### config.mk
export PLATFORM = sky130hd
export DESIGN_NAME = os_discard_output
export DESIGN_NICKNAME = d
export VERILOG_FILES = /design/src/rtl/os_pkg.sv /design/src/rtl/os_requant.sv /design/src/rtl/os_discard_output.sv
export SDC_FILE = /design/constraint.sdc
export NUM_CORES = 1
export LEC_CHECK = 0
export BUFFER_PORTS_ARGS = -buffer_cell sky130_fd_sc_hd__buf_2
export CAP_MARGIN = 30
export CORE_ASPECT_RATIO = 0.7
export CORE_UTILIZATION = 55
export DETAILED_ROUTE_END_ITERATION = 8
export PLACE_DENSITY = 0.78
export REMOVE_ABC_BUFFERS = 1
export SLEW_MARGIN = 20
export SYNTH_ARGS = -nofsm -noshare
export SYNTH_HDL_FRONTEND = slang
export SYNTH_SLANG_ARGS = --single-unit
### constraint.sdc
create_clock -name clk -period 3.4 [get_ports clk]
set_input_delay 0.17 -clock clk [delete_from_list [all_inputs] [get_ports clk]]
set_output_delay 0.17 -clock clk [all_outputs]
set_load 0.005 [all_outputs]
### src/rtl/os_pkg.sv
// -----------------------------------------------------------------------------
// os_pkg
// Shared definitions for the overlap-save output stage:
//   - default frame length / hop size
//   - input framing FSM state encoding
//   - requantization shift-amount helper
// -----------------------------------------------------------------------------
package os_pkg;

  localparam int unsigned NFFT_DEF = 32;
  localparam int unsigned NHOP_DEF = 16;

  // Input framing FSM: discard the aliased first half, keep the second half.
  typedef enum logic [1:0] {
    S_IDLE    = 2'd0,
    S_DISCARD = 2'd1,
    S_KEEP    = 2'd2
  } in_state_e;

  // Number of LSBs dropped when narrowing a WI-bit sample to WN bits.
  function automatic int unsigned requant_shift(input int unsigned wi,
                                                input int unsigned wn);
    return (wi > wn) ? (wi - wn) : 0;
  endfunction

endpackage

### src/rtl/os_requant.sv
// -----------------------------------------------------------------------------
// os_requant
// Combinational requantizer, signed WI bits -> signed WN bits.
//   Default build : arithmetic right shift by WI-WN (truncation toward -inf).
//   OS_DISCARD_ROUND_EN defined : add half an output LSB before the shift and
//                                 saturate to the WN-bit signed range.
//   WI == WN : pass-through in both builds.
// Ports:
//   data_i  in  WI  signed input sample
//   data_o  out WN  signed requantized sample
// -----------------------------------------------------------------------------
module os_requant
  import os_pkg::*;
#(
  parameter int unsigned WI = 16,
  parameter int unsigned WN = 16
) (
  input  logic [WI-1:0] data_i,
  output logic [WN-1:0] data_o
);

  localparam int unsigned SH = requant_shift(WI, WN);

  generate
    if (SH == 0) begin : g_pass
      assign data_o = data_i[WN-1:0];
    end else begin : g_shift
`ifdef OS_DISCARD_ROUND_EN
      // One guard bit above the input so the rounding add cannot wrap.
      localparam logic [WI:0] RND = {{WI{1'b0}}, 1'b1} << (SH - 1);

      logic [WI:0] sum;
      logic [WI:0] shifted;

      // NOTE: every output of a combinational block is assigned on every path
      // (here via the full if/else chain) so no latch is inferred.
      always_comb begin
        sum     = {data_i[WI-1], data_i} + RND;
        shifted = $unsigned($signed(sum) >>> SH);
        // In range when all bits above the WN-bit sign position agree.
        if ((shifted[WI:WN-1] == '0) || (shifted[WI:WN-1] == '1)) begin
          data_o = shifted[WN-1:0];
        end else if (shifted[WI]) begin
          data_o = {1'b1, {(WN-1){1'b0}}};
        end else begin
          data_o = {1'b0, {(WN-1){1'b1}}};
        end
      end
`else
      // Arithmetic shift then keep WN bits == take the top WN input bits.
      logic unused_lsb;
      assign unused_lsb = ^data_i[SH-1:0];
      assign data_o     = data_i[WI-1:SH];
`endif
    end
  endgenerate

endmodule

### src/rtl/os_discard_output.sv
// -----------------------------------------------------------------------------
// os_discard_output
// Overlap-save output stage. Takes NFFT-sample IFFT frames, drops the first
// NHOP (circularly aliased) samples, requantizes the last NHOP samples from
// WI to WN bits into a two-bank ping-pong buffer, and streams each full bank
// out under a valid/ready handshake.
// Optional build macro: OS_DISCARD_ROUND_EN (round + saturate in os_requant).
// Ports:
//   clk        in   1   clock, rising edge
//   rst        in   1   asynchronous reset, active low
//   valid_in   in   1   input sample strobe (no backpressure)
//   start_in   in   1   first sample of a frame, qualified by valid_in
//   data_in    in   WI  signed input sample
//   out_ready  in   1   downstream accepts data_out
//   valid_out  out  1   data_out is valid
//   data_out   out  WN  signed output sample
//   frame_err  out  1   one-cycle pulse on a framing violation
//   overflow   out  1   sticky: a kept frame was dropped (both banks full)
// -----------------------------------------------------------------------------
module os_discard_output
  import os_pkg::*;
#(
  parameter int unsigned WN   = 16,
  parameter int unsigned WI   = 16,
  parameter int unsigned NFFT = NFFT_DEF,
  parameter int unsigned NHOP = NHOP_DEF
) (
  input  logic          clk,
  input  logic          rst,
  input  logic          valid_in,
  input  logic          start_in,
  input  logic [WI-1:0] data_in,
  input  logic          out_ready,
  output logic          valid_out,
  output logic [WN-1:0] data_out,
  output logic          frame_err,
  output logic          overflow
);

  localparam int unsigned IW = $clog2(NFFT);
  localparam int unsigned HW = $clog2(NHOP);

  // ---------------------------------------------------------------------------
  // Declarations
  // ---------------------------------------------------------------------------
  in_state_e     state_q, state_d;
  logic [IW-1:0] idx_q, idx_d;
  logic          wr_bank_q, wr_bank_d;
  logic          drop_q, drop_d;         // current frame's kept half is dropped
  logic          frame_err_q, frame_err_d;
  logic          overflow_q, overflow_d;

  logic [1:0]    full_q, full_d;         // bank holds a complete frame
  logic [1:0]    rdy_q, rdy_d;           // full flag delayed one cycle for reader
  logic          rd_bank_q, rd_bank_d;
  logic [HW-1:0] rd_idx_q, rd_idx_d;
  logic          vo_q, vo_d;
  logic [WN-1:0] do_q, do_d;
  logic          last_q, last_d;         // output register holds a bank's last sample
  logic          ob_q, ob_d;             // bank the output register sample came from

  logic [1:0]    set_vec;                // bank becomes full this cycle
  logic [1:0]    clr_vec;                // bank becomes empty this cycle
  logic          mem_we;
  logic          wr_busy;
  logic          xfer;
  logic          load;
  logic [WN-1:0] rq_data;
  logic [WN-1:0] rd_data;

  logic [WN-1:0] mem_q [2][NHOP];

  // ---------------------------------------------------------------------------
  // Requantization ahead of the buffer, so banks store WN-bit samples
  // ---------------------------------------------------------------------------
  os_requant #(
    .WI (WI),
    .WN (WN)
  ) u_requant (
    .data_i (data_in),
    .data_o (rq_data)
  );

  // ---------------------------------------------------------------------------
  // Input FSM: state register
  // ---------------------------------------------------------------------------
  // NOTE: sequential state uses non-blocking (<=) assignments so every register
  // samples the pre-edge values regardless of block ordering.
  always_ff @(posedge clk or negedge rst) begin
    if (!rst) begin
      state_q     <= S_IDLE;
      idx_q       <= '0;
      wr_bank_q   <= 1'b0;
      drop_q      <= 1'b0;
      frame_err_q <= 1'b0;
      overflow_q  <= 1'b0;
    end else begin
      state_q     <= state_d;
      idx_q       <= idx_d;
      wr_bank_q   <= wr_bank_d;
      drop_q      <= drop_d;
      frame_err_q <= frame_err_d;
      overflow_q  <= overflow_d;
    end
  end

  // ---------------------------------------------------------------------------
  // Input FSM: next state
  // ---------------------------------------------------------------------------
  always_comb begin
    state_d = state_q;
    if (valid_in) begin
      if (start_in) begin
        state_d = S_DISCARD;  // sample 0 is always discarded
      end else begin
        unique case (state_q)
          S_IDLE:    state_d = S_IDLE;
          S_DISCARD: if (idx_q == IW'(NHOP - 1)) state_d = S_KEEP;
          S_KEEP:    if (idx_q == IW'(NFFT - 1)) state_d = S_IDLE;
          default:   state_d = S_IDLE;
        endcase
      end
    end
  end

  // ---------------------------------------------------------------------------
  // Input FSM: outputs / datapath control
  // ---------------------------------------------------------------------------
  // A bank draining this very cycle already counts as free for the writer.
  assign wr_busy = full_q[wr_bank_q] & ~clr_vec[wr_bank_q];

  always_comb begin
    idx_d       = idx_q;
    wr_bank_d   = wr_bank_q;
    drop_d      = drop_q;
    frame_err_d = 1'b0;
    overflow_d  = overflow_q;
    set_vec     = 2'b00;
    mem_we      = 1'b0;
    if (valid_in) begin
      if (start_in) begin
        // A restart abandons any partially written bank: it is never marked full.
        idx_d       = IW'(1);
        drop_d      = 1'b0;
        frame_err_d = (state_q != S_IDLE);
      end else begin
        unique case (state_q)
          S_IDLE: begin
            frame_err_d = 1'b1;
          end
          S_DISCARD: begin
            idx_d = idx_q + 1'b1;
            if (idx_q == IW'(NHOP - 1)) begin
              // Decide once for the whole kept half so a bank is never partially
              // overwritten.
              drop_d = wr_busy;
              if (wr_busy) overflow_d = 1'b1;
            end
          end
          S_KEEP: begin
            mem_we = ~drop_q;
            idx_d  = idx_q + 1'b1;
            if (idx_q == IW'(NFFT - 1)) begin
              idx_d = '0;
              if (!drop_q) begin
                set_vec[wr_bank_q] = 1'b1;
                wr_bank_d          = ~wr_bank_q;
              end
            end
          end
          default: begin
            idx_d = '0;
          end
        endcase
      end
    end
  end

  // ---------------------------------------------------------------------------
  // Ping-pong buffer. Kept index idx-NHOP equals the low HW bits of idx since
  // NHOP = NFFT/2.
  // ---------------------------------------------------------------------------
  // NOTE: the sample memory has no reset; the full flags alone say which
  // contents are meaningful, and leaving it unreset keeps it mappable to RAM.
  always_ff @(posedge clk) begin
    if (mem_we) begin
      mem_q[wr_bank_q][idx_q[HW-1:0]] <= rq_data;
    end
  end

  assign rd_data = mem_q[rd_bank_q][rd_idx_q];

  // ---------------------------------------------------------------------------
  // Output side
  // ---------------------------------------------------------------------------
  assign xfer    = vo_q & out_ready;
  // A bank is released only once its last sample has actually been accepted.
  assign clr_vec = (xfer & last_q) ? (2'b01 << ob_q) : 2'b00;
  // Refill the output register whenever it is empty or being emptied.
  assign load    = (~vo_q | out_ready) & rdy_q[rd_bank_q] & ~clr_vec[rd_bank_q];

  always_comb begin
    full_d    = (full_q & ~clr_vec) | set_vec;
    rdy_d     = full_q & ~clr_vec;
    rd_bank_d = rd_bank_q;
    rd_idx_d  = rd_idx_q;
    vo_d      = vo_q;
    do_d      = do_q;
    last_d    = last_q;
    ob_d      = ob_q;
    if (load) begin
      vo_d     = 1'b1;
      do_d     = rd_data;
      ob_d     = rd_bank_q;
      last_d   = (rd_idx_q == HW'(NHOP - 1));
      rd_idx_d = rd_idx_q + 1'b1;
      if (rd_idx_q == HW'(NHOP - 1)) rd_bank_d = ~rd_bank_q;
    end else if (xfer) begin
      vo_d   = 1'b0;
      last_d = 1'b0;
    end
  end

  always_ff @(posedge clk or negedge rst) begin
    if (!rst) begin
      full_q    <= 2'b00;
      rdy_q     <= 2'b00;
      rd_bank_q <= 1'b0;
      rd_idx_q  <= '0;
      vo_q      <= 1'b0;
      do_q      <= '0;
      last_q    <= 1'b0;
      ob_q      <= 1'b0;
    end else begin
      full_q    <= full_d;
      rdy_q     <= rdy_d;
      rd_bank_q <= rd_bank_d;
      rd_idx_q  <= rd_idx_d;
      vo_q      <= vo_d;
      do_q      <= do_d;
      last_q    <= last_d;
      ob_q      <= ob_d;
    end
  end

  assign valid_out = vo_q;
  assign data_out  = do_q;
  assign frame_err = frame_err_q;
  assign overflow  = overflow_q;

endmodule

# == After elaboration in Yosys (flattened, before gate mapping) ==
# Memory sizes are Yosys's and may differ from the RTL's.
# Cells that the tools add are included.
# word_totals
ff_bits,39
mem_bits_rw,512
inputBits,21
out_inout_bits,19
n_memories,1
# memory_table
memory,words,word_bits,read_ports,rd_clocked_by_memory_dff,wr,line,rtl
mem_q,2,256,1,0,1,os_discard_output.sv:71,logic [WN-1:0] mem_q [2][NHOP];
# op_classes
addsub,2
magnitude_cmp,6
eq_ne,8
n_shift,1
mux,42
n_bitwise,18
n_reduce_logical,13
# ops
cell,n
$mux 256,1
$bmux 16 s4,1
$demux 16 s4,1
$mux 16,3
$mux 1,22
$mux 2,9
$pmux 5 s3,1
$ge 5x5->1 const B,2
$mux 5,2
$not 4->5,2
$reduce_and 5->1,2
$reduce_bool 2->1,4
$not 1->1,7
$ne 3x3->1 const B,2
$reduce_and 3->1,2
$add 5x1->5 const B,1
$and 1x1->1,5
$eq 5x4->1 const B,1
$eq 5x5->1 const B,1
$lt 5x1->1 const B,1
$add 4x1->4 const B,1
$eq 4x4->1 const B,1
$lt 1x2->1 const B,2
$pmux 2 s2,1
other kinds (13),15

# == Longest topological paths before layout ==
# logic_depth
depth_word,10
ltp_mapped,9
depth_no_buf,7

# == Hierarchy ==
# A second synthesis with hierarchy kept.
# hier_totals
hier_cells,1105
area_unflattened_um2,21592.0
# modules_own_cells
module,n_inst,cells_per_inst,area_each_um2
os_discard_output,1,1089,21471.8
os_requant,1,16,120.1

# == Worst setup path after synthesis ==
# OpenSTA, ideal clock, no wires.
# synth_timing
path_kind,flip-flop to flip-flop
from,reg state_q[0]
to,mem mem_q[1][0] (netlist bit) (enable)
setup_time_ns,0.388
t_arrival_ns,1.792
slack_ns,1.220
path_stages_with_launch,6
n_path_buf,0
period_less_slack_ns,2.180
path_cell_list,dfrtp_1 > inv_1 > ha_1 > and4bb_2 > nand2_1 > nor2_1
# synth_via
elab_chain_len,6
# synth_lines
element,line,rtl
from (decl),os_discard_output.sv:46,"in_state_e state_q, state_d;"
from (signal assigned),os_discard_output.sv:98,state_q <= state_d;
$eq 2x2->1,os_discard_output.sv:147,unique case (state_q)
$mux 1,os_discard_output.sv:147,
$mux 1,os_discard_output.sv:141,if (start_in) begin
$mux 1,os_discard_output.sv:140,if (valid_in) begin
$mux 1,os_discard_output.sv:186,if (mem_we) begin
$mux 256 (not written as such),os_discard_output.sv:187,mem_q[wr_bank_q][idx_q[HW-1:0]] <= rq_data;
to (decl),os_discard_output.sv:71,
# Every way passes these cells.

# == Final worst setup path ==
# layout_timing
from,reg rd_bank_q
to,reg do_q[15] (netlist: data_out[15])
# layout_via
elab_chain_len,4
# layout_lines
element,line,rtl
from (decl),os_discard_output.sv:55,"logic rd_bank_q, rd_bank_d;"
from (signal assigned),os_discard_output.sv:237,rd_bank_q <= rd_bank_d;
$mem_v2 2x256 / $mux 1 (equally long branches),--,
$bmux 16 s4 / $mux 1 (equally long branches),"os_discard_output.sv:191, os_discard_output.sv:200",
$mux 16 (not written as such) (tied with other cells),os_discard_output.sv:191,assign rd_data = mem_q[rd_bank_q][rd_idx_q];
$mux 16 (not written as such) / $and 1x1->1 (equally long branches),"os_discard_output.sv:191, os_discard_output.sv:200",
to (signal assigned),os_discard_output.sv:240,do_q <= do_d;
to (decl),os_discard_output.sv:58,"logic [WN-1:0] do_q, do_d;"
# Parallel ways exist; a longest one is shown, timed or not. The select of a mux whose other input is x is not followed.
# A chain may end at the register's enable or synchronous reset.

==> results.md <==
* Hold WS at between 0.1 and 0.15 ns
* R2r setup slk at around 0.53 ns
* Post-synthesis cell count at 1090
* Count of different cell masters after synthesis at between 40 and 50
* Total CTS buffers at about 50
* Critical path arrival at between 3 and 4 ns
* Initial DRC Count at 1463
* Reg2reg start: rd_bank_q$_DFFE_PN0P_
* Final hold violations at 0
* Overall global routing resource usage at about a quarter
* FILL cells at 2608
* Number of synthesized flops with an enable pin at between 500 and 600
* Slowest stage delay, CP at 0.78 ns
* Worst slew pin tran at 0.848 ns
* Yosys top cell area share at 71.7%
* Area growth syn-to-layout at 12.5%
* DRT Wirelength at between 40000 and 50000 um
* Layer with the highest usage: met1
* Setup violators final at 0
* Port bufs at 39
* Pins Over Slew Limit at 0
* GP Congestion at 0.852
* Largest net degree at the start of global routing at 39
* FFs w/ async S/R, synth at under 10%
* Critical path launch point type: register
* Run status: finished clean
* Most numerous cell in the Yosys netlist: edfxtp_1
* Global Route met3 Usage at under 10%
* Critical Path RT at roughly 3.8 ns
* Worst-path cell with the longest stage delay: dfrtp_4
* Pwr/cell area at between 500 and 600 nW/um2
* Seq cells post-synth at about 550
* Post-CTS Setup Bufs at 0
* Pre-Repair DR Iteration Count at 5
* Share of layout cells above drive strength 1 at between 20% and 30%
* Synth area leaders: edfxtp_1 72%, mux4_2 8.5%, dfrtp_1 4.5%
* CTS max path bufs at 3
* Worst Hold Class: in2async
* Met2 global-route usage at between 30% and 40%
* Final nets at roughly 1200
* Fin crit share at between 80 and 90%
* Vias in the first global route at between 10000 and 15000
* Boundary Pins at 40
* RSZ-0062 raised after global routing: false
* DR vias at about 11000
* Cell accounting for the most synthesized area: edfxtp_1
* Clk_lat worst skew at 0.58 ns
* Worst-path cell chain: buf_4, mux4_2, a22o_1, nor4_1, o31ai_1
* Core area at 38400 um2
* Initial core utilization at 55.8%
* Met1 usage at between 30 and 40%
* Gr ovfl total at 0
* DR vias/cell at between 6 and 7
* Clk_skew at about 0.031 ns
* Worst setup EP type: register
* Clock root cell: clkbuf_16
* Syn avg cell area at around 20 um2
* Antenna-violating nets left at 0
* Yosys warns at 0
* Wire per inst at 28.0 um
* Peak ir drop on the vdd network at about 0.00043 V
* Wire length of the first global-routing pass at approximately 72000 um
* Fin crit period at approximately 2.9 ns
* Post-route setup slack at roughly 0.53 ns
* Total die area at 39800 um2
* # rows at 60
* Clk sinks at roughly 550
* Post-Synthesis Cell Area at approximately 21000 um2
* CTS tree: built
* Post-synth top cells: 512 x edfxtp_1, 95 x mux2i_1, 81 x mux4_2
* Most common flop cell mapped by yosys: edfxtp_1
* Rel. slew slack at 43.3%
* Leak pwr at 0.00772 uW
* DPL Wire Length at about 29000 um
* Peak Freq at 348 MHz
* DIE HEIGHT at about 170 um
* Die W at between 200 and 250 um
* Dpl ws at 0.459 ns
* # DRC at 0
* Initial antenna violation count at 2
* Reg2reg path depth at 5
* CTS H-tree depth at 2
* Reg-to-Reg End: data_out[15]$_DFFE_PN0P_
* Fraction of the yosys area taken by sequential cells at between 70% and 80%
* CTS clk-pin slew, worst paths at ~0.07 ns
* Max FO, Critical Path at 27
* Crit path kind: reg2reg
* Max-cap viol count at 0
==> critical path, delay by kind of cell (launching register included) <==
family,cells,cell delay (ns)
compound gates,2,0.43
simple gates,1,0.48
buf+inv,1,0.48
mux,1,0.55
flops,1,0.78
==> per-stage QoR <==
step / std cells / setup TNS, ns / utilization [%] / power, uW / cell area (um2)
finish: 1760 / 0 / 62.8 / 13000 / 24100
global route: 1759 / 0 / 62.8 / 13400 / 24100
CTS: 1758 / 0 / 62.7 / 13100 / 24100
detailed placement: 1661 / 0 / 58.6 / 7770 / 22500
global placement: 1660 / 0 / 58.5 / 7750 / 22500
floorplan: 1028 / -138.35 / - / 7620 / 21100
==> metal layers <==
layer  vias to the layer above  share of wire [%]
met2                       616                 44
met3                        87                 12
met5                         -              0.063
met4                         4                2.0
li1                       4677                  -
met1                      5738                 42
==> worst max path at each step <==
| stage | startpoint | endpoint | slack (ns) |
|---|---|---|---|
| after global placement | rd_bank_q$_DFFE_PN0P_ | data_out[12]$_DFFE_PN0P_ | 0.50 |
| final | rd_bank_q$_DFFE_PN0P_ | data_out[15]$_DFFE_PN0P_ | 0.53 |
| after detailed placement | rd_bank_q$_DFFE_PN0P_ | data_out[12]$_DFFE_PN0P_ | 0.46 |
| after floorplan | rd_bank_q$_DFFE_PN0P_ | rd_idx_q[1]$_DFFE_PN0P_ | -6.07 |
| after CTS | rd_bank_q$_DFFE_PN0P_ | data_out[12]$_DFFE_PN0P_ | 0.44 |
| after global routing | rd_bank_q$_DFFE_PN0P_ | data_out[12]$_DFFE_PN0P_ | 0.39 |
==> cell type report <==
cell class,count,area [um2],share of cell area [%]
clock inverter,27,203,0.840
sequential,551,16400,67.8
timing repair buffer,112,838,3.47
tap,527,659,2.73
multi-input combinational,469,4700,19.5
clock buffer,65,1350,5.59
antenna,1,2.50,0.0104
inverter,8,30.0,0.124
==> cells by family (layout without fill, tap and decap cells) <==
kind of cell             count (synthesis)  after routing  synth area share, %
flip-flops                             551            551                 76.2
multiplexers                           177            177                 13.0
AND/OR/NAND/NOR                        142            142                 3.53
AO/OA/AOI/OAI                          133            133                 4.46
buffers and inverters                   70            212                 1.90
adder cells (fa/ha/maj)                 12             12                0.700
XOR/XNOR                                 5              5                0.204
other                                    0              1                    0
==> registers in the layout (all words and copies together), names as in the netlist <==
| register | cells |
|---|---|
| idx_q | 5 |
| rd_bank_q | 1 |
| rdy_q | 2 |
| full_q | 2 |
| data_out | 16 |
| rd_idx_q | 4 |
| wr_bank_q | 1 |
| mem_q | 512 |
| drop_q | 1 |
| state_q | 2 |
| ob_q | 1 |
| frame_err | 1 |
| last_q | 1 |
| valid_out | 1 |
| overflow | 1 |
==> what timing repair did <==
action / in CTS / in global routing
hold buffers: 5 / 0
hold endpoints to repair: 31 / 0
resized for setup: 0 / 0
endpoints found under the setup margin: 0 / 0
==> power by group <==
part | switching, uW | total [uW] | internal (uW)
combinational | 164 | 204 | 39.7
sequential | 14.4 | 7430 | 7410
clock | 2380 | 5400 | 3020
==> placed cells by master, fill, tap and decap left out, types with 10 or more instances in the layout <==
| cell | n |
|---|---|
| clkinv_1 | 12 |
| and2_1 | 18 |
| ha_1 | 12 |
| clkbuf_16 | 51 |
| a22o_1 | 32 |
| clkinv_2 | 10 |
| buf_2 | 39 |
| mux2i_1 | 95 |
| dfrtp_1 | 37 |
| nand2_1 | 16 |
| buf_4 | 62 |
| nor3_1 | 18 |
| nor4_1 | 16 |
| clkbuf_1 | 12 |
| o22ai_1 | 34 |
| mux4_2 | 81 |
| nor2_1 | 35 |
| o31ai_1 | 18 |
| o221ai_1 | 15 |
| o21ai_0 | 20 |
| edfxtp_1 | 512 |
(Power assumes the default switching activity.)
